### src/rtl/multi_cycle_control.sv
// Multi-cycle control FSM for an rv32i datapath on a single unified memory port.
// Sequences FETCH/DECODE/EXECUTE/MEMORY/WRITEBACK, issues one-cycle write strobes,
// runs the memory request handshake, counts retired instructions and traps on
// illegal opcodes, ECALL/EBREAK or a memory request that waits too long.
module multi_cycle_control #(
    parameter int MEM_TIMEOUT   = 16,
    parameter int INSTRET_WIDTH = 32
) (
    input  logic                     clk,
    input  logic                     reset,
    input  logic [6:0]               opcode,
    input  logic                     mem_ready,
    output logic                     mem_req,
    output logic                     mem_addr_src,
    output logic                     mem_write_en,
    output logic                     ir_write_en,
    output logic                     pc_write_en,
    output logic                     rf_write_en,
    output logic                     instr_retired,
    output logic [INSTRET_WIDTH-1:0] instret,
    output logic [2:0]               state,
    output logic                     halted,
    output logic [1:0]               trap_cause
);

    typedef enum logic [2:0] {
        S_FETCH     = 3'd0,
        S_DECODE    = 3'd1,
        S_EXECUTE   = 3'd2,
        S_MEMORY    = 3'd3,
        S_WRITEBACK = 3'd4,
        S_TRAP      = 3'd5
    } state_t;

    typedef enum logic [2:0] {
        C_ALU    = 3'd0,
        C_BRANCH = 3'd1,
        C_LOAD   = 3'd2,
        C_STORE  = 3'd3,
        C_FENCE  = 3'd4,
        C_SYSTEM = 3'd5
    } class_t;

    typedef enum logic [1:0] {
        CAUSE_NONE    = 2'd0,
        CAUSE_ILLEGAL = 2'd1,
        CAUSE_TIMEOUT = 2'd2,
        CAUSE_SYSTEM  = 2'd3
    } cause_t;

    // Wide enough to hold MEM_TIMEOUT-1 for any setting, including 0 and 1.
    localparam int WAIT_W = $clog2(MEM_TIMEOUT + 2);

    state_t                   state_q, state_d;
    class_t                   cls_q, cls_d, op_cls;
    cause_t                   cause_q, cause_d;
    logic [WAIT_W-1:0]        wait_q;
    logic [INSTRET_WIDTH-1:0] instret_q;
    logic                     op_legal;
    logic                     timed_out;
    logic                     wait_inc;
    logic                     req_r, src_r, wr_r, ir_r, pc_r, rf_r, ret_r;

    // Classify the IR opcode into an instruction class.
    always_comb begin
        // NOTE: every signal written here gets a default first so no latch is inferred.
        op_cls   = C_ALU;
        op_legal = 1'b1;
        case (opcode)
            7'b0110111, 7'b0010111, 7'b1101111,
            7'b1100111, 7'b0010011, 7'b0110011: op_cls = C_ALU;
            7'b1100011:                         op_cls = C_BRANCH;
            7'b0000011:                         op_cls = C_LOAD;
            7'b0100011:                         op_cls = C_STORE;
            7'b0001111:                         op_cls = C_FENCE;
            7'b1110011:                         op_cls = C_SYSTEM;
            default:                            op_legal = 1'b0;
        endcase
    end

    // The current requesting cycle is the last one allowed and memory still is not ready.
    assign timed_out = (MEM_TIMEOUT > 0) && !mem_ready
                       && (wait_q == WAIT_W'(MEM_TIMEOUT - 1));

    // Next-state, class/cause capture and raw (ungated) control outputs.
    always_comb begin
        state_d  = state_q;
        cls_d    = cls_q;
        cause_d  = cause_q;
        wait_inc = 1'b0;
        req_r    = 1'b0;
        src_r    = 1'b0;
        wr_r     = 1'b0;
        ir_r     = 1'b0;
        pc_r     = 1'b0;
        rf_r     = 1'b0;
        ret_r    = 1'b0;
        case (state_q)
            S_FETCH: begin
                req_r = 1'b1;
                if (mem_ready) begin
                    ir_r    = 1'b1;
                    state_d = S_DECODE;
                end else if (timed_out) begin
                    state_d = S_TRAP;
                    cause_d = CAUSE_TIMEOUT;
                end else begin
                    wait_inc = 1'b1;
                end
            end
            S_DECODE: begin
                if (op_legal) begin
                    cls_d   = op_cls;
                    state_d = S_EXECUTE;
                end else begin
                    state_d = S_TRAP;
                    cause_d = CAUSE_ILLEGAL;
                end
            end
            S_EXECUTE: begin
                case (cls_q)
                    C_LOAD, C_STORE: state_d = S_MEMORY;
                    C_BRANCH, C_FENCE: begin
                        pc_r    = 1'b1;
                        ret_r   = 1'b1;
                        state_d = S_FETCH;
                    end
                    C_SYSTEM: begin
                        state_d = S_TRAP;
                        cause_d = CAUSE_SYSTEM;
                    end
                    default: state_d = S_WRITEBACK;
                endcase
            end
            S_MEMORY: begin
                req_r = 1'b1;
                src_r = 1'b1;
                wr_r  = (cls_q == C_STORE);
                if (mem_ready) begin
                    if (cls_q == C_STORE) begin
                        pc_r    = 1'b1;
                        ret_r   = 1'b1;
                        state_d = S_FETCH;
                    end else begin
                        state_d = S_WRITEBACK;
                    end
                end else if (timed_out) begin
                    state_d = S_TRAP;
                    cause_d = CAUSE_TIMEOUT;
                end else begin
                    wait_inc = 1'b1;
                end
            end
            S_WRITEBACK: begin
                rf_r    = 1'b1;
                pc_r    = 1'b1;
                ret_r   = 1'b1;
                state_d = S_FETCH;
            end
            S_TRAP: state_d = S_TRAP;
            default: state_d = S_FETCH;
        endcase
    end

    // State, class, cause, wait counter and retired-instruction counter.
    always_ff @(posedge clk) begin
        // NOTE: sequential state uses non-blocking assignments so all registers update together.
        if (reset) begin
            state_q   <= S_FETCH;
            cls_q     <= C_ALU;
            cause_q   <= CAUSE_NONE;
            wait_q    <= '0;
            instret_q <= '0;
        end else begin
            state_q <= state_d;
            cls_q   <= cls_d;
            cause_q <= cause_d;
            // Any state change restarts the wait count, which covers entry to FETCH and MEMORY.
            if (state_d != state_q) begin
                wait_q <= '0;
            end else if (wait_inc) begin
                wait_q <= wait_q + WAIT_W'(1);
            end
            if (ret_r) begin
                instret_q <= instret_q + INSTRET_WIDTH'(1);
            end
        end
    end

    // Strobes and requests are suppressed while reset is held.
    assign mem_req       = req_r & ~reset;
    assign mem_addr_src  = src_r & ~reset;
    assign mem_write_en  = wr_r  & ~reset;
    assign ir_write_en   = ir_r  & ~reset;
    assign pc_write_en   = pc_r  & ~reset;
    assign rf_write_en   = rf_r  & ~reset;
    assign instr_retired = ret_r & ~reset;
    assign instret       = instret_q;
    assign state         = state_q;
    assign halted        = (state_q == S_TRAP);
    assign trap_cause    = cause_q;

endmodule

### config.mk
export PLATFORM = sky130hd
export DESIGN_NAME = multi_cycle_control
export DESIGN_NICKNAME = d
export VERILOG_FILES = /design/src/rtl/multi_cycle_control.sv
export SDC_FILE = /design/constraint.sdc
export NUM_CORES = 1
export LEC_CHECK = 0
export BUFFER_PORTS_ARGS = -buffer_cell sky130_fd_sc_hd__buf_2
export CAP_MARGIN = 10
export CORE_ASPECT_RATIO = 2
export CORE_MARGIN = 8
export CORE_UTILIZATION = 54
export CTS_BUF_LIST = sky130_fd_sc_hd__clkbuf_16
export CTS_CLUSTER_DIAMETER = 200
export DETAILED_ROUTE_END_ITERATION = 6
export PLACE_DENSITY = 0.79
export SYNTH_ARGS = -nofsm -noshare
export SYNTH_HDL_FRONTEND = slang
export SYNTH_SLANG_ARGS = --single-unit
### constraint.sdc
create_clock -name clk -period 2.6 [get_ports clk]
set_input_delay 0.52 -clock clk [delete_from_list [all_inputs] [get_ports clk]]
set_output_delay 0.52 -clock clk [all_outputs]
set_load 0.01 [all_outputs]
Word level (Yosys, flattened, before mapping)
Cells that the tools add are included.
Word-level totals
  bits in registers: 45
  input bits: 10
  output and inout port bits: 45
  word-level logic and storage cells: 79
Cells by class
  add/subtract/negate cells: 2
  eq/ne operators: 27
  mux-type cells: 27
  bitwise logic cells: 7
  reductions and logical operators: 11
Operator list (count)
  32-bit by 1-bit adder with 32-bit output (second input constant): 1
  3-bit case mux with 5 select lines: 2
  7-bit equality test (second input constant): 4
  7-bit by 6-bit equality test with 1-bit output (second input constant): 3
  3-bit two-way mux: 5
  7-bit by 5-bit equality test with 1-bit output (second input constant): 2
  1-bit two-way mux: 13
  3-bit by 2-bit equality test with 1-bit output (second input constant): 4
  3-bit equality test (second input constant): 4
  11-bit OR reduction: 1
  3-bit case mux with 3 select lines: 1
  2-bit two-way mux: 4
  2-bit OR reduction: 4
  7-bit by 2-bit equality test with 1-bit output (second input constant): 1
  7-bit by 4-bit equality test with 1-bit output (second input constant): 1
  1-bit AND: 6
  3-bit by 1-bit equality test with 1-bit output (second input constant): 2
  2-bit != test (second input constant): 3
  2-bit case mux with 3 select lines: 1
  5-bit by 1-bit adder with 5-bit output (second input constant): 1
  5-bit by 4-bit equality test with 1-bit output (second input constant): 1
  5-bit AND reduction: 1
  3-bit zero test: 1
  3-bit != test: 1
  other kinds (7): 7

Longest topological paths before layout
  depth after elaboration: 7
  depth in mapped cells: 8
  depth with buffers taken out: 8

Least setup slack after synthesis
OpenSTA, ideal clock, no wires.
  kind: input port to output port
  from: in reset
  to: out pc_write_en
  data arrival time: 1.640 ns
  data required time: 2.080 ns
  slack: 0.440 ns
  cell stages on the path: 5
  path buffers: 4
  cells stage by stage: clkbuf_1 clkbuf_1 buf_1 nor2_1 buf_4
Between the ends
  word-level cells in the longest chain between the ends: 2
RTL lines
  start: declaration: line 10  | input logic reset,
  1-bit NOT
  1-bit AND
  end: declaration: line 17  | output logic pc_write_en,
No other way between the ends.

Worst setup path in the final report
  from: reg state_q[1] (netlist: state[1])
  to: out pc_write_en
Between the ends
  word-level cells in the longest chain between the ends: 3
  elaborated cells on any way between the ends: 5
  those cells by class: eq/ne: 3; mux: 1; bitwise: 1
RTL lines
  start: declaration: line 54  | state_t state_q, state_d;
  start signal: assignment: line 175  | state_q <= state_d;
  3-bit equality test or 3-bit by 2-bit equality test with 1-bit output (tied branches): line 98  | case (state_q)
  1-bit case mux with 3 select lines *: line 98
  1-bit AND *: line 195  | assign pc_write_en = pc_r & ~reset;
Every way passes the cells marked *; elsewhere a longest branch is shown, timed or not.

==> tab_implementation.tex <==
\begin{tabular}{lr}
\hline
Metric & Value \\
\hline
\multicolumn{2}{l}{\textbf{Outcome}} \\
\quad Result of the run & finished clean \\
\multicolumn{2}{l}{\textbf{Run}} \\
\quad Max cap viols & 0 \\
\multicolumn{2}{l}{\textbf{STA}} \\
\quad Transition at the pin with the smallest max-transition slack & between 600 and 700 ps \\
\quad Number of pins with negative max-slew slack in the final report & 0 \\
\quad Final hold viol count & 0 \\
\quad Fmax achieved & just over 0.4 GHz \\
\quad Period utilization & 94.0\% \\
\quad Final setup slack of the worst path & 156 ps \\
\quad Final-report setup violation count & 0 \\
\quad Post-route clock skew & 4.33 ps \\
\quad Max-slew headroom & 59.7\% \\
\quad Period minus WS final & 2440 ps \\
\quad Unrepaired setup endpoints after global routing & no \\
\quad Worst hold slack after final layout & 493 ps \\
\quad Total negative setup slack & 0 ps \\
\multicolumn{2}{l}{\textbf{Synthesis}} \\
\quad Syn Area/Cell & between 7 and 8 um\^{}2 \\
\quad Leading area contributor after synthesis & sky130\_fd\_sc\_hd\_\_dfxtp\_1 \\
\quad Share of the synthesized area in the top cell type & 34.8\% \\
\quad Synthesized cell area & 2580 um\^{}2 \\
\quad FFs w/ async S/R, synth & 0\% \\
\quad Yosys warning total & 0 \\
\quad Cell types with the largest area share after synthesis & sky130\_fd\_sc\_hd\_\_dfxtp\_1 (35\%), sky130\_fd\_sc\_hd\_\_a21oi\_1 (4.8\%), sky130\_fd\_sc\_hd\_\_nor2\_1 (4.5\%) \\
\quad Mapped Cells & 324 \\
\quad Most common flop cell mapped by yosys & sky130\_fd\_sc\_hd\_\_dfxtp\_1 \\
\quad Distinct cell type count after synthesis & 60 \\
\quad Seq/Total Area, Yosys & 34.8\% \\
\quad Number of synthesized flops with an enable pin & 0 \\
\quad Post-synthesis register bit count & between 40 and 50 \\
\quad Net count of the mapped netlist & 337 \\
\multicolumn{2}{l}{\textbf{Floorplanning}} \\
\quad Initial Utilization & between 50\% and 60\% \\
\quad Core outline area & 4600 um\^{}2 \\
\quad Row count & 35 \\
\quad Width of the die & 64.9 um \\
\quad Total I/O pin count & 55 \\
\quad Die Y-Extent & 114 um \\
\quad Die Footprint & 7390 um\^{}2 \\
\multicolumn{2}{l}{\textbf{Clock network}} \\
\quad Root Buffer & sky130\_fd\_sc\_hd\_\_clkbuf\_16 \\
\quad Clk slew on worst S/H paths & 60 ps \\
\quad \# clock sinks & 45 \\
\quad Maximum buffer depth of the clock tree & 2 \\
\quad Clock tree from TritonCTS & built \\
\quad Num CTS Buffers & 5 \\
\quad Number of buffers inserted to repair setup after CTS & 0 \\
\quad \# H-tree levels & 2 \\
\quad Cts-stage hold buffer count & 0 \\
\quad Number of cells upsized or downsized after cts & 0 \\
\quad Insertion delay to the later sink of the worst-skew pair & 280 ps \\
\multicolumn{2}{l}{\textbf{Routing}} \\
\quad Final antenna-violating net count & 0 \\
\quad Via density & 6.06 \\
\quad DR vias & 2617 \\
\quad Iteration count of the initial detailed-routing pass & 4 \\
\quad DRC violation total after the first TritonRoute iteration & 108 \\
\quad Avg WL per Cell & 16.0 um \\
\quad Total Routed Length & 6.91 mm \\
\quad Remaining design rule violation count & 0 \\
\multicolumn{2}{l}{\textbf{GRT}} \\
\quad Grt total ovfl & 0 \\
\quad Maximum number of pins on one net before global-route repair & 23 \\
\quad Global-route usage over all layers & 18.9\% \\
\quad Initial antenna violation count & 0 \\
\quad Wire length of the first global-routing pass & between 10 and 15 mm \\
\quad Via count of the first global-routing pass & $\sim$2600 \\
\multicolumn{2}{l}{\textbf{Final layout}} \\
\quad Number of standard cells in the final layout excluding fillers & 432 \\
\quad Non-Filler Cell Area, Final & between 3000 and 4000 um\^{}2 \\
\quad \# fillers & approximately 420 \\
\quad Share of final-layout standard cells stronger than drive strength 1 & 21.8\% \\
\quad Layout Utilization & between 60\% and 70\% \\
\quad Commonest non-fill, non-tap cells in the layout & sky130\_fd\_sc\_hd\_\_buf\_2 (54), sky130\_fd\_sc\_hd\_\_dfxtp\_1 (45), sky130\_fd\_sc\_hd\_\_nor2\_1 (31) \\
\quad Antenna Cells & 0 \\
\quad Net count reported at finish & 389 \\
\quad Commonest non-fill, non-tap cell in the layout & sky130\_fd\_sc\_hd\_\_buf\_2 \\
\quad Area growth from synthesis to final layout & 17.8\% \\
\multicolumn{2}{l}{\textbf{Worst setup path}} \\
\quad Endpoint kind of the worst setup timing path & output port \\
\quad CP startpoint kind & register \\
\quad Endpoint required time on the critical path & 2080 ps \\
\quad Endpoint arrival time on the critical path & 1920 ps \\
\quad Maximum fanout count along the critical path & 10 \\
\quad Start-to-end type of the worst setup path & register to output port \\
\multicolumn{2}{l}{\textbf{Placed design}} \\
\quad Post-DP Area & 2910 um\^{}2 \\
\quad Input/output buffers & 54 \\
\quad Worst setup slack before clock tree synthesis & 249 ps \\
\quad Half-perimeter wire length after placement & 5.30 mm \\
\quad Final GP Congestion & slightly below 0.9 \\
\quad Number of instances in the placed design & 424 \\
\multicolumn{2}{l}{\textbf{Pwr}} \\
\quad Post-layout total power & 1.47 mW \\
\quad LEAKAGE & roughly 1.2 nW \\
\quad Maximum vdd drop & 0.000456 V \\
\quad Power Dens Cells & 483 nW/um\^{}2 \\
\multicolumn{2}{l}{\textbf{Worst hold path}} \\
\quad Worst hold-check path type & register to register \\
\hline
\end{tabular}
[area by class of cell]
type                       instances  area (um^2)  share of cell area [%]
clock buffer                       5          125                    4.11
clock inverter                     3         12.5                   0.411
inverter                          12         45.0                    1.48
multi-input combinational        250         1560                    51.3
sequential                        45          901                    29.6
tap                               55         68.8                    2.26
timing repair buffer              62          330                    10.8
[cell usage after synthesis, drive strengths merged (2+ instances only)]
cell type	instances
nand4b	2
or2	3
buf	9
nand3b	5
nor2b	5
a21o	2
o21ai	16
or4	11
clkbuf	8
o211ai	10
mux2	2
nor3	14
nor4	4
nand2b	5
and4	2
and3	5
a2111oi	4
a21oi	25
a211oi	3
nor2	31
nor3b	3
nand2	26
nand3	10
nand4	9
a31oi	3
xor2	12
o31ai	4
xnor2	5
ha	3
dfxtp	45
o22ai	2
or3	5
a21bo	3
inv	11
[metal layers]
| layer | routed length, um | track usage, % | vias to the layer above |
|---|---|---|---|
| met4 | 165 | 9.24 | 0 |
| met5 | 0 | 0 | - |
| li1 | - | - | 1298 |
| met1 | 2540 | 17.7 | 1247 |
| met2 | 3960 | 36.8 | 56 |
| met3 | 245 | 3.53 | 16 |
[critical path, stage by stage, from the launching register on]
cell	delay, ps
sky130_fd_sc_hd__dfxtp_1	480
sky130_fd_sc_hd__nor2b_1	300
sky130_fd_sc_hd__and3_1	410
sky130_fd_sc_hd__nor2_1	180
sky130_fd_sc_hd__nor2_1	130
sky130_fd_sc_hd__buf_2	150
[flip-flops by register name, summed over array words and instances, names as in the netlist]
| name | count |
|---|---|
| state | 3 |
| instret | 32 |
| cls_q | 3 |
| wait_q | 5 |
| trap_cause | 2 |
[final timing paths]
kind | end | from | slack, ps | cells past startpoint
worst max-delay path | pc_write_en | state[1] | 160 | 5
worst min register to register | trap_cause[0] | trap_cause[0] | 490 | 2
worst min-delay path | trap_cause[0] | trap_cause[0] | 490 | 2
worst max register to register | trap_cause[1] | wait_q[0] | 210 | 8
[report_power, final]
group	total, mW	switching, mW	internal, mW
clock network	0.599	0.252	0.348
registers	0.715	0.0141	0.701
logic	0.156	0.0974	0.0585
total	1.47	0.363	1.11
[cell families after synthesis]
family	count (synthesis)	share of synthesized area (%)
buffers and inverters	29	4.69
XOR/XNOR	17	5.76
flip-flops	45	34.8
AND/OR/NAND/NOR	145	30.9
adder cells (fa/ha/maj)	3	1.45
multiplexers	3	1.26
AO/OA/AOI/OAI	82	21.1
No activity file was read; power rests on OpenSTA's default activity.
